<file path="src/rtl/key_pkg.sv">
// Shared definitions for the key controller: register offsets, CTRL bit positions, edge-mode encoding.
// CTRL[9:8] only takes effect when KEY_EDGE_SEL_EN is defined.
package key_pkg;

    localparam logic [1:0] KEY_DATA_OFS   = 2'd0;
    localparam logic [1:0] KEY_STATUS_OFS = 2'd1;
    localparam logic [1:0] KEY_MASK_OFS   = 2'd2;
    localparam logic [1:0] KEY_CTRL_OFS   = 2'd3;

    localparam int IE_BIT   = 0;
    localparam int EDGE_LSB = 8;

    typedef enum logic [1:0] {
        EDGE_BOTH     = 2'b00,
        EDGE_PRESS    = 2'b01,
        EDGE_RELEASE  = 2'b10,
        EDGE_BOTH_ALT = 2'b11
    } edge_mode_e;

    // Decide whether an accepted transition should set its STATUS bit.
    function automatic logic edge_accept(input edge_mode_e mode, input logic rise, input logic fall);
        logic hit;
        case (mode)
            EDGE_PRESS:   hit = rise;
            EDGE_RELEASE: hit = fall;
            default:      hit = rise | fall;
        endcase
        return hit;
    endfunction

endpackage

</file>
<file path="src/rtl/key_ctrl_if.sv">
// Word-addressed bridge slave bus for the key controller.
interface key_ctrl_if;

    logic [1:0]  addr;
    logic        we;
    logic [31:0] wdata;
    logic [31:0] rdata;

    modport master (output addr, output we, output wdata, input rdata);
    modport slave  (input addr, input we, input wdata, output rdata);

endinterface

</file>
<file path="src/rtl/key_debounce.sv">
// One key channel: 2-flop synchroniser, hold counter and accepted level.
// rise_o/fall_o pulse combinationally in the cycle whose edge updates the stable level.
module key_debounce #(
    parameter int DEBOUNCE_CYCLES = 1000
) (
    input  logic clk,
    input  logic reset,
    input  logic p_i,
    output logic stable_o,
    output logic rise_o,
    output logic fall_o
);

    localparam int CNT_W = $clog2(DEBOUNCE_CYCLES + 1);
    localparam logic [CNT_W-1:0] CNT_LAST = CNT_W'(DEBOUNCE_CYCLES - 1);

    logic             sync1_q;
    logic             sync2_q;
    logic             stable_q;
    logic             stable_d;
    logic [CNT_W-1:0] cnt_q;
    logic [CNT_W-1:0] cnt_d;
    logic             accept_s;

    // Count how long the synchronised level has differed from the accepted one.
    always_comb begin
        cnt_d    = cnt_q;
        stable_d = stable_q;
        accept_s = 1'b0;
        if (sync2_q == stable_q) begin
            cnt_d = '0;
        end else if (cnt_q == CNT_LAST) begin
            accept_s = 1'b1;
            stable_d = sync2_q;
            cnt_d    = '0;
        end else begin
            cnt_d = cnt_q + CNT_W'(1);
        end
    end

    // Synchroniser, counter and accepted-level registers.
    always_ff @(posedge clk) begin
        if (reset) begin
            sync1_q  <= 1'b0;
            sync2_q  <= 1'b0;
            cnt_q    <= '0;
            stable_q <= 1'b0;
        end else begin
            sync1_q  <= p_i;
            sync2_q  <= sync1_q;
            cnt_q    <= cnt_d;
            stable_q <= stable_d;
        end
    end

    assign stable_o = stable_q;
    assign rise_o   = accept_s & sync2_q;
    assign fall_o   = accept_s & ~sync2_q;

endmodule

</file>
<file path="src/rtl/key_ctrl.sv">
// Key/button peripheral: N_KEYS debounced channels, sticky W1C status, mask, IE and a level IRQ.
// Define KEY_EDGE_SEL_EN to make CTRL[9:8] select which accepted edges set STATUS.
module key_ctrl #(
    parameter int N_KEYS          = 8,
    parameter int DEBOUNCE_CYCLES = 1000,
    parameter bit ACTIVE_LOW      = 1'b1
) (
    input  logic              clk,
    input  logic              reset,
    input  logic [N_KEYS-1:0] key,
    key_ctrl_if.slave         bus,
    output logic              IRQ
);

    import key_pkg::*;

    logic [N_KEYS-1:0] pressed_s;
    logic [N_KEYS-1:0] stable_s;
    logic [N_KEYS-1:0] rise_s;
    logic [N_KEYS-1:0] fall_s;
    logic [N_KEYS-1:0] set_s;
    logic [N_KEYS-1:0] clr_s;
    logic [N_KEYS-1:0] status_q;
    logic [N_KEYS-1:0] status_d;
    logic [N_KEYS-1:0] mask_q;
    logic [N_KEYS-1:0] mask_d;
    logic              ie_q;
    logic              ie_d;
    logic              irq_q;
    logic              irq_d;
    logic [1:0]        edge_s;
    logic [31:0]       rdata_s;
    logic              unused_wdata_s;

`ifdef KEY_EDGE_SEL_EN
    logic [1:0] edge_q;
    logic [1:0] edge_d;
    assign edge_s = edge_q;
`else
    assign edge_s = 2'b00;
`endif

    assign pressed_s      = ACTIVE_LOW ? ~key : key;
    assign unused_wdata_s = ^bus.wdata;

    for (genvar i = 0; i < N_KEYS; i++) begin : g_key
        key_debounce #(
            .DEBOUNCE_CYCLES(DEBOUNCE_CYCLES)
        ) u_debounce (
            .clk      (clk),
            .reset    (reset),
            .p_i      (pressed_s[i]),
            .stable_o (stable_s[i]),
            .rise_o   (rise_s[i]),
            .fall_o   (fall_s[i])
        );
    end

    // Filter accepted transitions by the selected edge mode.
    always_comb begin
        set_s = '0;
        for (int i = 0; i < N_KEYS; i++) begin
            set_s[i] = edge_accept(edge_mode_e'(edge_s), rise_s[i], fall_s[i]);
        end
    end

    // Register writes, W1C with set priority, and the IRQ term.
    always_comb begin
        clr_s  = '0;
        mask_d = mask_q;
        ie_d   = ie_q;
`ifdef KEY_EDGE_SEL_EN
        edge_d = edge_q;
`endif
        if (bus.we) begin
            case (bus.addr)
                KEY_STATUS_OFS: clr_s  = bus.wdata[N_KEYS-1:0];
                KEY_MASK_OFS:   mask_d = bus.wdata[N_KEYS-1:0];
                KEY_CTRL_OFS: begin
                    ie_d = bus.wdata[IE_BIT];
`ifdef KEY_EDGE_SEL_EN
                    edge_d = bus.wdata[EDGE_LSB +: 2];
`endif
                end
                default: clr_s = '0;
            endcase
        end else begin
            clr_s = '0;
        end
        status_d = (status_q & ~clr_s) | set_s;
        irq_d    = ie_q & (|(status_q & mask_q));
    end

    // Register file and IRQ flop.
    always_ff @(posedge clk) begin
        if (reset) begin
            status_q <= '0;
            mask_q   <= '0;
            ie_q     <= 1'b0;
            irq_q    <= 1'b0;
`ifdef KEY_EDGE_SEL_EN
            edge_q   <= 2'b00;
`endif
        end else begin
            status_q <= status_d;
            mask_q   <= mask_d;
            ie_q     <= ie_d;
            irq_q    <= irq_d;
`ifdef KEY_EDGE_SEL_EN
            edge_q   <= edge_d;
`endif
        end
    end

    // Combinational read mux; unimplemented bits read zero.
    always_comb begin
        rdata_s = 32'd0;
        case (bus.addr)
            KEY_DATA_OFS:   rdata_s[N_KEYS-1:0] = stable_s;
            KEY_STATUS_OFS: rdata_s[N_KEYS-1:0] = status_q;
            KEY_MASK_OFS:   rdata_s[N_KEYS-1:0] = mask_q;
            KEY_CTRL_OFS: begin
                rdata_s[IE_BIT]          = ie_q;
                rdata_s[EDGE_LSB +: 2]   = edge_s;
            end
            default: rdata_s = 32'd0;
        endcase
    end

    assign bus.rdata = rdata_s;
    assign IRQ       = irq_q;

endmodule

</file>
<file path="src/flat_wrapper.sv">
// flat-port wrapper written by rule: the top's interface ports become plain ports
module key_ctrl_flat import key_pkg::*;
#(
    parameter int N_KEYS          = 8,
    parameter int DEBOUNCE_CYCLES = 1000,
    parameter bit ACTIVE_LOW      = 1'b1
)
  (clk, reset, key, IRQ, bus_addr, bus_we, bus_wdata, bus_rdata);
  key_ctrl_if bus_i ();
  input  logic clk;
  input  logic reset;
  input  logic [N_KEYS-1:0] key;
  output logic IRQ;
  input wire logic [$bits(bus_i.addr)-1:0] bus_addr;
  input wire logic [$bits(bus_i.we)-1:0] bus_we;
  input wire logic [$bits(bus_i.wdata)-1:0] bus_wdata;
  output wire logic [$bits(bus_i.rdata)-1:0] bus_rdata;
  assign bus_i.addr = bus_addr;
  assign bus_i.we = bus_we;
  assign bus_i.wdata = bus_wdata;
  assign bus_rdata = bus_i.rdata;
  key_ctrl #(.N_KEYS(N_KEYS), .DEBOUNCE_CYCLES(DEBOUNCE_CYCLES), .ACTIVE_LOW(ACTIVE_LOW)) u_core (.clk(clk), .reset(reset), .key(key), .bus(bus_i), .IRQ(IRQ));
endmodule
</file>
<file path="config.mk">
export PLATFORM = sky130hd
export DESIGN_NAME = key_ctrl_flat
export DESIGN_NICKNAME = d
export VERILOG_FILES = /design/src/rtl/key_pkg.sv /design/src/rtl/key_ctrl_if.sv /design/src/rtl/key_debounce.sv /design/src/rtl/key_ctrl.sv /design/src/flat_wrapper.sv
export SDC_FILE = /design/constraint.sdc
export NUM_CORES = 1
export LEC_CHECK = 0
export CORE_MARGIN = 2
export CORE_UTILIZATION = 45
export CTS_CLUSTER_DIAMETER = 30
export DETAILED_ROUTE_END_ITERATION = 10
export PLACE_DENSITY_LB_ADDON = 0.08
export REMOVE_ABC_BUFFERS = 1
export SETUP_SLACK_MARGIN = 0.2
export SYNTH_ARGS = -nofsm -noshare
export SYNTH_HDL_FRONTEND = slang
export SYNTH_SLANG_ARGS = --single-unit
</file>
<file path="constraint.sdc">
create_clock -name clk -period 3.7 [get_ports clk]
set_input_delay 0.925 -clock clk [delete_from_list [all_inputs] [get_ports clk]]
set_output_delay 0.925 -clock clk [all_outputs]
set_load 0.03 [all_outputs]
</file>
==> qor.yml <==
run_status:
  outcome: "completed"
critical_path:
  path_common_cell: "buf_4"
  crit_slowest_cell: "clkdlybuf4s50_1"
  endpoint_kind: "output pin"
  crit_type: "primary input to output pin"
  crit_arrival_ps: 2470
  cp_cell_sequence: "clkdlybuf4s50_1 > buf_4 > nor2b_1 > buf_4 > nand2_1 > o21ai_0 > buf_4"
  crit_path_max_incr_delay_ps: 510
  critPathMaxFanout: 12
  critPathRequiredTime_ps: 2770
  critPathLaunchType: "primary input"
cts:
  cts_root_buf: "clkbuf_16"
  tritoncts: "built"
  path_clk_slew_ps: 50
  insertion_delay_ps: 410
  cts.path.max_buffers: 2
  clock_sinks: 122
  h-tree-depth: 4
  cts-buffers-inserted: 17
sta:
  finalClockSkew_ps: 3.61
  finalCriticalPeriod_ps: 3400
  finalSetupTns_ps: 0
  setup_viol: 0
  fmax_mhz: 295
  slew_violations: 0
  hold_viol_final: 0
  worst_pin_slew_ps: 906
  rsz0062_at_grt: "no"
  period_share_pct: 91.8
  max_slew_margin_pct: 39.5
routing:
  wire_per_inst_um: 14.1
  first_iter_violations: 346
  viasPerCell: 5.48
  drt_first_pass_iters: 5
  drc: 0
  vias: 4589
  wl_um: 11800
  antenna_left: 0
synth:
  yosys_warnings: 0
  postSynthAreaPerCell_um2: 9.11
  syn_area_um2: 5630
  synth.distinct_cells: 51
  netlist_instances: 618
  async_reset_ff_share_pct: 0
  ys_seq_area_share_pct: 43.4
  synth_edf_count: 0
  ys_seq_elements: 122
  synthFlopType: "dfxtp_1"
power_and_ir_drop:
  power_density_nw_per_um2: 453
  p_seq_share_pct: 45.2
  pwr-share-clk_pct: 50.7
  p_switching_mw: 0.642
  p_int_mw: 2.32
  ir_worst_vdd_mv: 0.428
  p_leak_nw: 2.25
  comb_power_share_pct: 4.1
  swShare_pct: 21.7
grt:
  groute.usage.overall_pct: 19.1
  grt_start_max_net_pins: 40
  first_global_vias: 4314
  grt_pass1_wl_um: 20100
  overflow: 0
  antenna_found_initial: 0
final_layout:
  final_core_util_pct: 54.0
  syn_to_final_growth_pct: 16.2
  final_common_cell: "dfxtp_1"
  final_nets: 710
  mostFrequentLayoutCells: "dfxtp_1, nor2_1, nand3_1"
  antenna_cells: 0
  layout-drive-gt1-share_pct: 9.10
placement:
  io_buffers: 29
  post-dp-hpwl_um: 8350
  routabilityCongestion: 0.832
floorplanning:
  ioPinCount: 78
  rows: 40
  die-height_um: 116
  fp.dieW_um: 116
  initial_utilization_pct: 46.5
  fp.coreArea_um2: 12100
  die_area_um2: 13400
job:
  drv_cap: 0
worst_hold_path:
  hold_path.class: "register to register"
[registers in the layout, indices dropped and copies added, names as in the netlist]
| register | count |
|---|---|
| u_core.ie_q | 1 |
| u_core.mask_q | 8 |
| u_core.g_key.u_debounce.sync1_q | 8 |
| u_core.IRQ | 1 |
| u_core.g_key.u_debounce.sync2_q | 8 |
| u_core.g_key.u_debounce.cnt_q | 80 |
| u_core.status_q | 8 |
| u_core.g_key.u_debounce.stable_o | 8 |
[kinds of logic (layout without fill, tap and decap cells)]
group / Yosys count / in the layout / synth area share [%]
flops: 122 / 122 / 43.4
buf+inv: 64 / 93 / 5.98
other cells: 1 / 24 / 0.0666
fa+ha+maj: 8 / 8 / 1.78
xor+xnor: 32 / 32 / 4.98
simple gates: 243 / 243 / 24.4
mux: 17 / 17 / 3.24
compound gates: 131 / 131 / 16.2
[Yosys cell counts, drive strengths merged, types with 2 or more instances]
library cell  instances  area share [%]
and2                  6            0.67
a221oi                2            0.31
o21ai                35             3.1
o32ai                 6            0.93
and4bb                6             1.3
dfxtp               122              43
nand3                40             3.6
nor2b                 9             1.0
a32o                  2            0.36
nand2                36             2.4
nor3                  3            0.27
xnor2                13             2.0
or3                  20             2.2
clkbuf                7            0.47
nand4b                2            0.31
and4                 10             1.6
a41oi                 2            0.31
o211ai                5            0.67
nor4bb                2            0.36
nand4                25             2.9
mux2i                16             2.8
nor2                 56             3.7
nand4bb               8             1.6
and3                 15             1.7
a31oi                10             1.1
o221a                 3            0.60
a21oi                30             2.7
or4                   4            0.60
ha                    8             1.8
a22oi                 4            0.53
o31ai                12             1.6
a311oi                6            0.93
inv                  27             1.8
a32oi                 3            0.47
o311ai                8             2.1
a211oi                2            0.27
buf                  30             3.7
xor2                 19             3.0
[area by class of cell]
cell class	instances	area, µm²
Fill cell	1153	5570
Multi-Input combinational cell	455	2940
Sequential cell	122	2440
Clock buffer	23	468
Timing Repair Buffer	34	308
Tap cell	168	210
Inverter	27	101
Clock inverter	9	72.6
[timing repair]
item                                    4_1_cts  5_1_grt
hold endpoints to repair                      0        0
endpoints found under the setup margin        0        1
hold buffers                                  0        0
resized for setup                             0        1
buffers inserted                              0        0
[path summary, 6_finish.rpt]
kind,from,slack (ps),depth (start not counted),endpoint
min,u_core.g_key[4].u_debounce.sync1_q,440,1,u_core.g_key[4].u_debounce.sync2_q
max reg2reg,u_core.g_key[3].u_debounce.cnt_q[0],2020,4,u_core.g_key[3].u_debounce.cnt_q[3]
max,bus_addr[0],300,7,bus_rdata[7]
min reg2reg,u_core.g_key[4].u_debounce.sync1_q,440,1,u_core.g_key[4].u_debounce.sync2_q
[critical path, delay by kind of cell]
kind,cells,cell delay [ps]
buffers and inverters,4,1130
AO/OA/AOI/OAI,1,150
AND/OR/NAND/NOR,2,250
[through the flow]
step | setup WS [ps] | area [µm²] | total power [mW] | std cells | hold WS (ps)
after floorplan | 1000 | 5480 | 1.43 | 604 | 414
after global placement | 244 | 6000 | 1.49 | 806 | 419
after detailed placement | 226 | 6000 | 1.49 | 806 | 430
after CTS | 218 | 6540 | 3.01 | 838 | 442
after global routing | 209 | 6540 | 3.08 | 838 | 459
final | 305 | 6540 | 2.96 | 838 | 440
[per-layer routing]
metal / vias up / wire [µm] / part of all wire [%] / global-route usage (%)
li1: 2325 / - / - / -
met1: 2169 / 5620 / 48 / 24.0
met2: 88 / 5620 / 48 / 31.4
met3: 7 / 431 / 3.7 / 5.54
met4: 0 / 106 / 0.90 / 6.75
met5: - / 0 / 0 / 0
[power groups by stage]
stage	Combinational, mW	Clock [mW]	Sequential, mW
2_1_floorplan	0.0687	0	1.36
3_3_place_gp	0.121	0	1.36
3_5_place_dp	0.122	0	1.37
4_1_cts	0.122	1.55	1.34
5_1_grt	0.133	1.61	1.34
6_report	0.122	1.50	1.34
Note: power is estimated with default switching activity, not from simulation.
